### src/rtl/opc_history_if.sv
// Bus between the debug/spy side and the OPC history buffer.
// Capture strobe: PC_IN is taken on any rising edge where PC_VALID=1, FREEZE=0 and CLEAR=0.
// There is no back-pressure. Reads issue RD_IDX every cycle, and RD_DATA/RD_VALID answer one edge later.
interface opc_history_if #(
  parameter int PC_WIDTH = 14,
  parameter int PTR_BITS = 3
);
  logic [PC_WIDTH-1:0] PC_IN;
  logic                PC_VALID;
  logic                FREEZE;
  logic                CLEAR;
  logic [PTR_BITS-1:0] RD_IDX;
  logic [PC_WIDTH-1:0] RD_DATA;
  logic                RD_VALID;
  logic [PTR_BITS:0]   COUNT;

  modport master (
    output PC_IN, PC_VALID, FREEZE, CLEAR, RD_IDX,
    input  RD_DATA, RD_VALID, COUNT
  );

  modport slave (
    input  PC_IN, PC_VALID, FREEZE, CLEAR, RD_IDX,
    output RD_DATA, RD_VALID, COUNT
  );
endinterface

### src/rtl/opc_history.sv
// Circular history of the last DEPTH program-counter values. Entries are read back by age,
// with 0 = newest, and the read data is registered.
module opc_history #(
  parameter int PC_WIDTH = 14,
  parameter int DEPTH    = 8,
  parameter int PTR_BITS = 3
) (
  input  logic          CLK,
  input  logic          RESET,
  opc_history_if.slave  bus
);

  localparam logic [PTR_BITS:0] FULL = (PTR_BITS+1)'(DEPTH);

  logic [PC_WIDTH-1:0] mem_q [DEPTH];
  logic [PTR_BITS-1:0] wptr_q, wptr_d;
  logic [PTR_BITS-1:0] rd_ptr;
  logic [PTR_BITS:0]   count_q, count_d;
  logic [PC_WIDTH-1:0] rd_data_q, rd_data_d;
  logic                rd_valid_q, rd_valid_d;
  logic                flush;
  logic                capture;

  assign flush   = RESET | bus.CLEAR;
  assign capture = bus.PC_VALID & ~bus.FREEZE & ~flush;

  // The read uses pre-edge pointer and storage, so a same-edge capture is not visible yet.
  always_comb begin
    wptr_d     = wptr_q;
    count_d    = count_q;
    rd_ptr     = wptr_q - PTR_BITS'(1) - bus.RD_IDX;
    rd_valid_d = ({1'b0, bus.RD_IDX} < count_q);
    rd_data_d  = rd_valid_d ? mem_q[rd_ptr] : '0;
    if (capture) begin
      wptr_d  = wptr_q + PTR_BITS'(1);
      count_d = (count_q == FULL) ? count_q : count_q + (PTR_BITS+1)'(1);
    end
    if (flush) begin
      wptr_d     = '0;
      count_d    = '0;
      rd_valid_d = 1'b0;
      rd_data_d  = '0;
    end
  end

  always_ff @(posedge CLK) begin
    wptr_q     <= wptr_d;
    count_q    <= count_d;
    rd_data_q  <= rd_data_d;
    rd_valid_q <= rd_valid_d;
  end

  always_ff @(posedge CLK) begin
    if (flush) begin
      for (int i = 0; i < DEPTH; i++) mem_q[i] <= '0;
    end else if (capture) begin
      mem_q[wptr_q] <= bus.PC_IN;
    end
  end

  assign bus.RD_DATA  = rd_data_q;
  assign bus.RD_VALID = rd_valid_q;
  assign bus.COUNT    = count_q;

endmodule
### src/flat_wrapper.sv
// flat-port wrapper written by rule: the top's interface ports become plain ports
module opc_history_flat 
#(
  parameter int PC_WIDTH = 14,
  parameter int DEPTH    = 8,
  parameter int PTR_BITS = 3
)
  (CLK, RESET, bus_PC_IN, bus_PC_VALID, bus_FREEZE, bus_CLEAR, bus_RD_IDX, bus_RD_DATA, bus_RD_VALID, bus_COUNT);
  opc_history_if #(.PC_WIDTH(PC_WIDTH), .PTR_BITS(PTR_BITS)) bus_i ();
  input  logic CLK;
  input  logic RESET;
  input wire logic [$bits(bus_i.PC_IN)-1:0] bus_PC_IN;
  input wire logic [$bits(bus_i.PC_VALID)-1:0] bus_PC_VALID;
  input wire logic [$bits(bus_i.FREEZE)-1:0] bus_FREEZE;
  input wire logic [$bits(bus_i.CLEAR)-1:0] bus_CLEAR;
  input wire logic [$bits(bus_i.RD_IDX)-1:0] bus_RD_IDX;
  output wire logic [$bits(bus_i.RD_DATA)-1:0] bus_RD_DATA;
  output wire logic [$bits(bus_i.RD_VALID)-1:0] bus_RD_VALID;
  output wire logic [$bits(bus_i.COUNT)-1:0] bus_COUNT;
  assign bus_i.PC_IN = bus_PC_IN;
  assign bus_i.PC_VALID = bus_PC_VALID;
  assign bus_i.FREEZE = bus_FREEZE;
  assign bus_i.CLEAR = bus_CLEAR;
  assign bus_i.RD_IDX = bus_RD_IDX;
  assign bus_RD_DATA = bus_i.RD_DATA;
  assign bus_RD_VALID = bus_i.RD_VALID;
  assign bus_COUNT = bus_i.COUNT;
  opc_history #(.PC_WIDTH(PC_WIDTH), .DEPTH(DEPTH), .PTR_BITS(PTR_BITS)) u_core (.CLK(CLK), .RESET(RESET), .bus(bus_i));
endmodule
### config.mk
export PLATFORM = sky130hd
export DESIGN_NAME = opc_history_flat
export DESIGN_NICKNAME = d
export VERILOG_FILES = /design/src/rtl/opc_history_if.sv /design/src/rtl/opc_history.sv /design/src/flat_wrapper.sv
export SDC_FILE = /design/constraint.sdc
export NUM_CORES = 1
export LEC_CHECK = 0
export ABC_AREA = 1
export CAP_MARGIN = 10
export CORE_MARGIN = 2
export CORE_UTILIZATION = 53
export DETAILED_ROUTE_END_ITERATION = 7
export PLACE_DENSITY = 0.83
export SLEW_MARGIN = 20
export SYNTH_ARGS = -nofsm -noshare
export SYNTH_HDL_FRONTEND = slang
export SYNTH_SLANG_ARGS = --single-unit
### constraint.sdc
create_clock -name CLK -period 1.9 [get_ports CLK]
set_clock_uncertainty 0.2 [all_clocks]
set_input_delay 0.285 -clock CLK [delete_from_list [all_inputs] [get_ports CLK]]
set_output_delay 0.285 -clock CLK [all_outputs]
set_load 0.05 [all_outputs]
==> flow_summary_export.csv <==
group,metric,value,unit
worst_hold_path,min_from,"u_core.bus.COUNT[2]",
die,ios,41,
final_layout,layout-area-overhead-vs-synth,28.4,%
synth,synth_mux_area_frac,0,
synth,avgSynthCellArea,9.23,sq um
synth,synth_top_family_by_area,"simple AND/OR/NAND/NOR gates",
placed_design,portBuffers,40,
sta,drv_slew,0,
final_layout,n_antenna_cell,0,
drt,first_pass_iters,6,
run_status,violations,"setup timing",
synth,ys_async_sr_fraction,0,
synth,ys.flop_type,"edfxtp_1",
synth,synth_compound_area_frac,0.0307,
sta,worst_pin_slew,0.371,ns
worst_hold_path,hold-path-cell-count,2,
final_layout,final_cell_area,7690,sq um
worst_hold_path,hold_path_class,"reg -> reg",
clocking,cts_buffers,17,
global_routing,grt_max_degree,33,
power_and_ir_drop,p_total,0.00731,W
synth,synth_seq_cells,134,
final_layout,drive_gt1_frac,0.183,
placed_design,place_area,6940,sq um
synth,ys_seq_area_frac,0.635,
die,core,10900,sq um
drt,wl,16.1,mm
synth,synth_top_area_frac,0.561,
setup_path,regToRegSetupSlack,-0.16,ns
synth,synth_area,5990,sq um
global_routing,grt_antenna_before_repair,0,
power_and_ir_drop,cellLeakagePower,3.37,nW
final_layout,postLayoutCoreUtil,0.704,
sta,fin_ws,-0.164,ns
clocking,clkLatencyLatePin,0.42,ns
setup_path,cp.required,2.05,ns
synth,synth_top_cells_by_area,"edfxtp_1, nor2_1, nand2_1",
global_routing,grt_pass1_wl,25.0,mm
synth,synth_adder_area_share,0.0159,
global_routing,gr-total-overflow,0,
setup_path,cp_common_cell,"nor2_1",
setup_path,cp-end-kind,"flip-flop",
synth,synthTopCellsByCount,"nor2_1, nand2_1, edfxtp_1",
drt,vias_per_cell,5.57,
setup_path,critPathMaxFanout,7,
clocking,clk_pin_slew_worst_paths,0.06,ns
setup_path,critical_path_class,"reg -> reg",
global_routing,first_global_vias,5023,
synth,synth_xor_area_frac,0.00146,
sta,fin_setup_tns,-1.48,ns
final_layout,stdcell_count,884,
clocking,clockBufferDepth,2,
sta,finalSetupViolCount,14,
setup_path,path_depth,9,
synth,synth.distinct_cells,22,
die,num_rows,38,
power_and_ir_drop,power-per-cell-area,950,nW/um^2
global_routing,track_usage,0.285,
synth,ys_warn_count,0,
synth,synthCells,649,
clocking,cts_sinks,134,
setup_path,regToRegEndpoint,"u_core.bus.RD_DATA[6]",
sta,finalHoldViolCount,0,
run,maxCapViolCount,0,
sta,post-route-period-util,1.09,
die,fp.dieArea,12200,sq um
synth,synth_most_common_cell,"nor2_1",
setup_path,crit_path_start_kind,"flip-flop",
setup_path,critPathTopFamily,"adder cells",
synth,synth_edf_count,112,
power_and_ir_drop,ir_drop,0.000695,V
sta,fin_crit,2.06,ns
die,die_h,110,um
clocking,htreeDepth,4,
setup_path,reg2reg_from,"u_core.wptr_q[0]",
setup_path,worstRegToRegCells,9,
setup_path,critPathMaxStageDelay,0.62,ns
drt,remaining_drc_errors,0,
final_layout,final_nets,760,
placed_design,routabilityCongestion,0.860,
synth,yosys.area_share.simple,0.266,
die,initial_core_util,0.548,
sta,rsz0062_at_grt,"yes",
clocking,cts_tree,"done",
run_status,status,"finished with violations",
drt,vias,4926,
setup_path,cp_slowest_cell,"fa_2",
drt,wl_per_cell,18.2,um
placed_design,place_inst,849,
clocking,ctsHoldBuffers,0,
clocking,clock-root-buffer,"clkbuf_16",
sta,slew_headroom,0.752,
worst_hold_path,min_to,"u_core.bus.COUNT[2]",
setup_path,arrival,2.21,ns
setup_path,path_cells,"ha_4 > fa_2 > inv_6 > buf_12 > nor2_1 > o21ai_1 > nand2_1 > nor2_1 > nor2_1",
sta,max_freq,0.485,GHz
drt,antenna_left,0,
synth,syn-num-nets,678,
die,die_w,110,um
synth,yosysTopAreaCell,"edfxtp_1",
drt,drt_iter0_drc,440,
placed_design,dp.final_hpwl,10.0,mm
setup_path,crit_buf_inv,2,
[per-layer routing]
metal | share of wire | wire length, um | up-vias | track usage
li1 | - | - | 2256 | -
met1 | 0.35 | 5710 | 2307 | 0.323
met2 | 0.51 | 8250 | 308 | 0.511
met3 | 0.094 | 1510 | 55 | 0.0576
met4 | 0.038 | 608 | 0 | 0.143
met5 | 0 | 0 | - | 0
[flip-flops by register name, indices dropped and copies added, names as in the netlist]
register,flops
u_core.wptr_q,3
u_core.mem_q,112
u_core.bus.COUNT,4
u_core.bus.RD_VALID,1
u_core.bus.RD_DATA,14
[layout by cell type (no fill, tap or decap), drive strengths merged]
cell,count
clkinv,3
buf,71
nor2,202
inv,45
xor2,1
ha,6
nand3,36
clkdlybuf4s50,20
bufinv,2
clkbuf,22
clkinvlp,4
nor3b,1
fa,1
dfxtp,22
nor3,2
dlygate4sd2,1
nand2,157
edfxtp,112
o21ai,31
a21oi,5
[worst max path at each step]
stage,start,end,slack (ns)
6_report,u_core.wptr_q[0],u_core.bus.RD_DATA[6],-0.16
5_1_grt,u_core.wptr_q[0],u_core.bus.RD_DATA[6],-0.22
4_1_cts,u_core.wptr_q[0],u_core.bus.RD_DATA[13],-0.20
3_5_place_dp,bus_RD_IDX[0],u_core.bus.RD_DATA[2],-0.72
3_3_place_gp,bus_RD_IDX[0],u_core.bus.RD_DATA[2],-0.66
2_1_floorplan,u_core.wptr_q[0],u_core.bus.RD_DATA[4],0.01
[per-stage QoR]
step | hold WS [ns] | worst slack [ns]
6_report | 0.311 | -0.164
3_5_place_dp | 0.303 | -0.721
3_3_place_gp | 0.288 | -0.663
5_1_grt | 0.343 | -0.221
2_1_floorplan | 0.265 | 0.00980
4_1_cts | 0.318 | -0.204
[cell type report]
cell class / count / area [sq um]
multi-input cells: 442 / 1980
flip-flops and latches: 134 / 3810
repair buffers: 92 / 970
well taps: 140 / 175
fillers: 770 / 3240
inverters: 44 / 170
clock buffers: 22 / 475
clock inverters: 10 / 121
[power breakdown]
group / internal, W / switching, W / total [W]
Combinational: 0.000279 / 0.000427 / 0.000706
Clock: 0.00205 / 0.00124 / 0.00329
Sequential: 0.00329 / 0.0000361 / 0.00332
Total: 0.00561 / 0.00170 / 0.00731
[what timing repair did]
action                                  CTS  global route
pin swaps                                26             2
gates cloned                              1             0
buffers inserted                          2             0
resized for setup                        39             4
endpoints found under the setup margin   14            14
[cells by family after synthesis]
family                     count (synthesis)
AOI/OAI and AO/OA                         36
and+or+nand+nor                          398
DFF                                      134
buffers and inverters                     73
adders and majority gates                  7
xor gates and xnor gates                   1
[tightest hold or removal path: stages, from the launching register on]
cell and delay (ns):
dfxtp_2 0.35, nand2_1 0.07, a21oi_1 0.06
No activity file was read; power rests on OpenSTA's default activity.
==> edit 1: new RTL, same flow settings <==
`PC_WIDTH` is set to 14 in 3 places; all go to 7.
--- a/src/rtl/opc_history_if.sv
+++ b/src/rtl/opc_history_if.sv
@@ -3,5 +3,5 @@
 // There is no back-pressure. Reads issue RD_IDX every cycle, and RD_DATA/RD_VALID answer one edge later.
 interface opc_history_if #(
-  parameter int PC_WIDTH = 14,
+  parameter int PC_WIDTH = 7,
   parameter int PTR_BITS = 3
 );
--- a/src/rtl/opc_history.sv
+++ b/src/rtl/opc_history.sv
@@ -2,5 +2,5 @@
 // with 0 = newest, and the read data is registered.
 module opc_history #(
-  parameter int PC_WIDTH = 14,
+  parameter int PC_WIDTH = 7,
   parameter int DEPTH    = 8,
   parameter int PTR_BITS = 3
--- a/src/flat_wrapper.sv
+++ b/src/flat_wrapper.sv
@@ -2,5 +2,5 @@
 module opc_history_flat 
 #(
-  parameter int PC_WIDTH = 14,
+  parameter int PC_WIDTH = 7,
   parameter int DEPTH    = 8,
   parameter int PTR_BITS = 3
Ports: changed (resized bus_PC_IN and bus_RD_DATA); port bits go from 41 to 27. The function was not compared with the original's and may differ.
==> edit 1 against the original RTL <==
The run still ends with negative setup slack left; setup slack better by 94 ps; power is 49% lower; count of clock-buffer cells in the layout is 12 lower; area after synthesis is 42% lower; maximum frequency is 4.8% higher; global-route usage is 3.7 points lower; cell count is 42% lower; combinational power is 40% lower; sequential cell count is 63 lower; utilization is 2.0 points lower; wire length is 48% lower; final area is 44% lower; worst hold slack better by 17 ps; critical path type unchanged; largest cell class unchanged.
==> edit 1: results (changes against the original RTL) <==
* Failing checks: negative setup slack
* Post-Syn Nets at 401 (-41%)
* Port buffer count at 26 (-35%)
* Cell Area, Placed at 3909 µm² (-44%)
* Syn. warnings at 0 (unchanged)
* Nets at 455 (-40%)
* Asr flop ratio synth at 0% (unchanged)
* Max reg flops at 56 (-50%)
* Root buffer cell: clkbuf_8
* Most used DFF post-synth: edfxtp_1
* Max stage delay on crit path at 560 ps (-60 ps)
* Avg WL per Cell at 16.39 µm (-9.9%)
* Most instantiated cells after synthesis: nor2_1 (99), nand2_1 (94), edfxtp_1 (56)
* H-tree Lvls at 3 (-1)
* Detailed Route Iter0 Violations at 453 (+3.0%)
* CP max FO at 8 (+1)
* VDD IR max at 628.4 µV (-9.6%)
* Global-route wire length before repair at 13410 µm (-46%)
* Pre-CTS setup slack at -561.4 ps (+159.5 ps)
* Largest net degree at the start of global routing at 22 (-33%)
* GPL Wtd Cong at 0.8298 (-3.5%)
* Largest reg by FF count: u_core.mem_q
* DR pass1 iterations at 5 (-1)
* Post-synth EDFFs at 56 (-50%)
* Initial antenna violation count at 0 (unchanged)
* Adder-cell share of the synthesized area at 2.747% (+1.2 points)
* Seq/Total Area, Yosys at 57.25% (-6.2 points)
* Mux share of post-synthesis cell area at 0% (unchanged)
* Post-synthesis cell type count at 27 (+23%)
* Worst setup margin at -70.06 ps (+93.62 ps)
* Arr. time, crit path at 2010 ps (-200 ps)
* Vias per cell at 5.379 (-3.5%)
* Clk buf depth at 2 (unchanged)
* Ranking of synthesized cells by area: edfxtp_1 (49%), nor2_1 (11%), nand2_1 (10%), dfxtp_1 (8.7%), inv_1 (3.3%)
* Cts bufs inserted at 9 (-8)
* Outcome: finished, violations left
* N_diodes at 0 (unchanged)
* Clk_lat worst skew at 340 ps (-80 ps)
* Final Setup Violations at 7 (-7)
* Post-DP HPWL at 5758 µm (-43%)
* Layout cells sized above 1 at 22.15% (+3.9 points)
* Slew HR at 71.44% (-3.8 points)
* Pleak at 2.023 nW (-40%)
* Delay-heaviest family, CP: adder cells
* Fillers at 453 (-41%)
* Vias in the first global route at 2785 (-45%)
* Critical path's slowest cell: fa_2
* Complex-gate fraction of the synthesized area at 3.397% (+0.33 points)
* Synth Area in XOR/XNOR at 0.2530% (+0.11 points)
* Hold/Removal Path Class: primary input to flip-flop
* GRT Total Usage at 24.78% (-3.7 points)
* Clock slew at reported path FFs at 70 ps
edit 1: through the flow:
stage,instances,hold slack (ps),power [mW],setup TNS (ps),util (%)
4_1_cts,515,338.6,3.696,-469.6,67.03
3_3_place_gp,494,314.3,2.120,-11380,61.56
6_report,515,328.6,3.732,-362.0,68.34
2_1_floorplan,379,246.5,2.006,0,-
5_1_grt,515,358.7,3.840,-807.2,68.34
3_5_place_dp,494,329.0,2.134,-15330,61.56
edit 1: final cells by class:
type | instances | area share, %
inverters | 35 | 3.201
repair buffers | 52 | 11.33
clock buffers | 10 | 2.941
clock inverters | 6 | 3.057
flip-flops and latches | 71 | 45.76
multi-input cells | 264 | 31.49
well taps | 77 | 2.220
edit 1: what timing repair did:
item / CTS / global route
pin swaps: 13 / 15
setup endpoints to repair: 7 / 14
buffers inserted: 5 / 0
resized for setup: 20 / 20
edit 1: worst register-to-register path: cells and delay by family, from the launching register on:
kind	cells	cell delay [ps]
adders and majority gates	2	710
DFF	1	360
and+or+nand+nor	5	310
buffers and inverters	2	280
edit 1: routing by layer:
layer	GRT usage [%]	vias to the layer above	share of wire (%)
met5	0	-	0
met4	12.70	0	3.1
met3	4.669	25	6.1
met2	41.73	104	51
met1	30.56	1320	40
li1	-	1321	-
edit 1: cell families after synthesis:
kind of cell	after synthesis
adders and majority gates	7
AOI/OAI and AO/OA	20
xor gates and xnor gates	1
DFF	71
and+or+nand+nor	236
buffers and inverters	44
edit 1: where the power goes:
group | internal, mW | switching (mW) | total, mW
clock | 1.00 | 0.558 | 1.56
sequential | 1.73 | 0.0197 | 1.75
combinational | 0.160 | 0.265 | 0.425
edit 1: worst paths after layout:
path                       start                     to  slack, ps  cells past startpoint
max             u_core.wptr_q[0]  u_core.bus.RD_DATA[0]        -70                      9
min                bus_RD_IDX[1]    u_core.bus.RD_VALID        330                      5
max reg2reg     u_core.wptr_q[0]  u_core.bus.RD_DATA[0]        -70                      9
min reg2reg  u_core.bus.COUNT[1]    u_core.bus.COUNT[1]        330                      2
==> edit 2: new RTL, config.mk and constraints unchanged <==
Made on the original files. Compare `count_q` against `FULL` with >= in place of ==.
--- a/src/rtl/opc_history.sv
+++ b/src/rtl/opc_history.sv
@@ -34,5 +34,5 @@
     if (capture) begin
       wptr_d  = wptr_q + PTR_BITS'(1);
-      count_d = (count_q == FULL) ? count_q : count_q + (PTR_BITS+1)'(1);
+      count_d = (count_q >= FULL) ? count_q : count_q + (PTR_BITS+1)'(1);
     end
     if (flush) begin
Behaviour: no difference found for any inputs over 10 cycles, from zero or initial values; that may be too few to reach the edited logic, so the function may still have changed.
==> edit 2 against the original RTL <==
The flow still finishes with violations (negative setup slack); sequential power barely moved; worst hold slack lost 22 ps; wire length increased by 2.1%; final area decreased by 1.2%; sequential cell count did not move; power is 0.27% higher; area after synthesis is 0.65% higher; setup slack got worse by 1.5 ps.
==> edit 2: results (changes against the original RTL) <==
* Clk buf depth at 2 (unchanged)
* Met1 GRT Util at 31.10% (-1.2 points)
* Cts bufs inserted at 17 (unchanged)
* Met2 WL at 8428 µm (+2.2%)
* Reg2reg end: u_core.bus.RD_DATA[0]
* Root buffer cell: clkbuf_16
* Ranking of synthesized cells by area: edfxtp_1 (56%), nor2_1 (12%), nand2_1 (9.0%), dfxtp_1 (7.3%), nand3_1 (3.0%)
* Post-Syn Nets at 671 (-1.0%)
* Cell Area, Placed at 6819 µm² (-1.7%)
* VDD IR max at 562.6 µV (-19%)
* Most used DFF post-synth: edfxtp_1
* Crit path launch: u_core.wptr_q[0]
* Port buffer count at 40 (unchanged)
* Fillers at 777 (+0.91%)
* GR Util met2 at 47.16% (-3.9 points)
* Final Setup Violations at 14 (unchanged)
* Outcome: finished, violations left
* Delay-heaviest family, CP: adder cells
* Global-route wire length before repair at 25240 µm (+0.88%)
* Max stage delay on crit path at 580 ps (-40 ps)
* Most instantiated cells after synthesis: nor2_1 (196), nand2_1 (145), edfxtp_1 (112)
* Depth of the worst register-to-register path at 9 (unchanged)
* N_diodes at 0 (unchanged)
* Area share of the leading cell type in the synthesized netlist at 55.78% (-0.36 points)
* Post-DP HPWL at 9297 µm (-7.3%)
* Largest net degree at the start of global routing at 39 (+18%)
* GRT Total Usage at 27.19% (-1.3 points)
* Asr flop ratio synth at 0% (unchanged)
* Met3 Use GR at 6.616% (+0.85 points)
* Arr. time, crit path at 2170 ps (-40 ps)
* Critical path class: flip-flop to flip-flop
* Post-synthesis cell type count at 23 (+4.5%)
* Setup TNS at -1777 ps (-294.0 ps)
* DR vias at 4938 (+0.24%)
* Max reg flops at 112 (unchanged)
* Met3 WL at 1607 µm (+6.4%)
* Syn. warnings at 0 (unchanged)
* Avg WL per Cell at 18.91 µm (+4.0%)
* DR pass1 iterations at 6 (unchanged)
* Critical path's slowest cell: fa_2
* Failing checks: negative setup slack
* GPL Wtd Cong at 0.8019 (-6.7%)
* Largest reg by FF count: u_core.mem_q
* Clk_lat worst skew at 420 ps (about the same)
* CP max FO at 7 (unchanged)
* Initial antenna violation count at 0 (unchanged)
* Nets at 744 (-2.1%)
* Post-synth EDFFs at 112 (unchanged)
* Worst setup margin at -165.2 ps (-1.532 ps)
* H-tree Lvls at 4 (unchanged)
* Slew HR at 74.85% (-0.39 points)
* Seq/Total Area, Yosys at 63.08% (-0.41 points)
* Clock slew at reported path FFs at 60 ps (about the same)
* Pleak at 3.387 nW (+0.59%)
* Detailed Route Iter0 Violations at 669 (+52%)
* Hold/Removal Path Class: flip-flop to flip-flop
* Reg2Reg Setup Slack at -170 ps
* Met1 Wirelength at 5758 µm (+0.89%)
* Layout cells sized above 1 at 17.58% (-0.70 points)
-- edit 2: changes by cell type in the layout (fill, tap and decap cells not counted), sizes merged, moves of 2 or more --
cell	unedited run	this run
clkinv	3	5
clkinvlp	4	2
nor2	202	200
inv	45	43
nand2	157	153
buf	71	61
-- edit 2: per-stage QoR --
stage / setup slack, ps / hold WS [ps] / power (mW) / instances / util (%)
6_report: -165.2 / 289.5 / 7.334 / 868 / 69.20
5_1_grt: -209.8 / 323.7 / 7.520 / 868 / 69.20
3_3_place_gp: -628.0 / 272.1 / 3.973 / 830 / 62.09
3_5_place_dp: -661.5 / 284.2 / 3.996 / 830 / 62.09
4_1_cts: -203.2 / 293.7 / 7.318 / 869 / 69.20
2_1_floorplan: -122.9 / 265.9 / 3.730 / 642 / -
-- edit 2: worst register-to-register path: stages, from the launching register on --
cell and delay [ps]:
dfxtp_2 340, ha_4 150, fa_2 580, buf_8 160, buf_12 140, nor2_1 70
o21ai_1 80, nand2_1 90, nor2_1 90, nor2_1 50
-- edit 2: worst min path at each step --
stage / start / to / slack [ps] / depth (start not counted)
floorplan: RESET / u_core.bus.RD_DATA[3] / 270 / 3
global placement: u_core.bus.COUNT[2] / u_core.bus.COUNT[2] / 270 / 2
detailed placement: u_core.bus.COUNT[1] / u_core.bus.COUNT[1] / 280 / 2
CTS: u_core.bus.COUNT[1] / u_core.bus.COUNT[1] / 290 / 2
global route: u_core.bus.COUNT[2] / u_core.bus.COUNT[2] / 320 / 2
finish: u_core.bus.COUNT[1] / u_core.bus.COUNT[1] / 290 / 2
-- edit 2: report_power, final --
part | internal [mW] | total, mW | switching (mW)
Clock | 2.12 | 3.30 | 1.18
Sequential | 3.29 | 3.33 | 0.0385
Combinational | 0.269 | 0.706 | 0.437
Total | 5.68 | 7.33 | 1.66
-- edit 2: logic make-up after synthesis --
family                   share of synthesized area (%)
AND/OR/NAND/NOR                                  26.56
adder cells (fa/ha/maj)                          1.577
buffers and inverters                            5.727
AO/OA/AOI/OAI                                    2.905
XOR/XNOR                                        0.1453
flip-flops                                       63.08
-- edit 2: layout make-up --
cell class                 count  share of cell area, %
clock inverter                10                  1.696
multi-input combinational    436                  25.62
tap                          140                  2.305
clock buffer                  22                  6.108
sequential                   134                  50.10
timing repair buffer          83                  12.02
inverter                      43                  2.157
-- edit 2: repair_timing --
| action | 4_1_cts | 5_1_grt |
|---|---|---|
| setup endpoints to repair | 14 | 14 |
| gates cloned | 2 | 1 |
| pin swaps | 17 | 10 |
| hold endpoints to repair | 0 | 0 |
| gates resized for setup | 30 | 12 |
| buffers inserted | 5 | 0 |
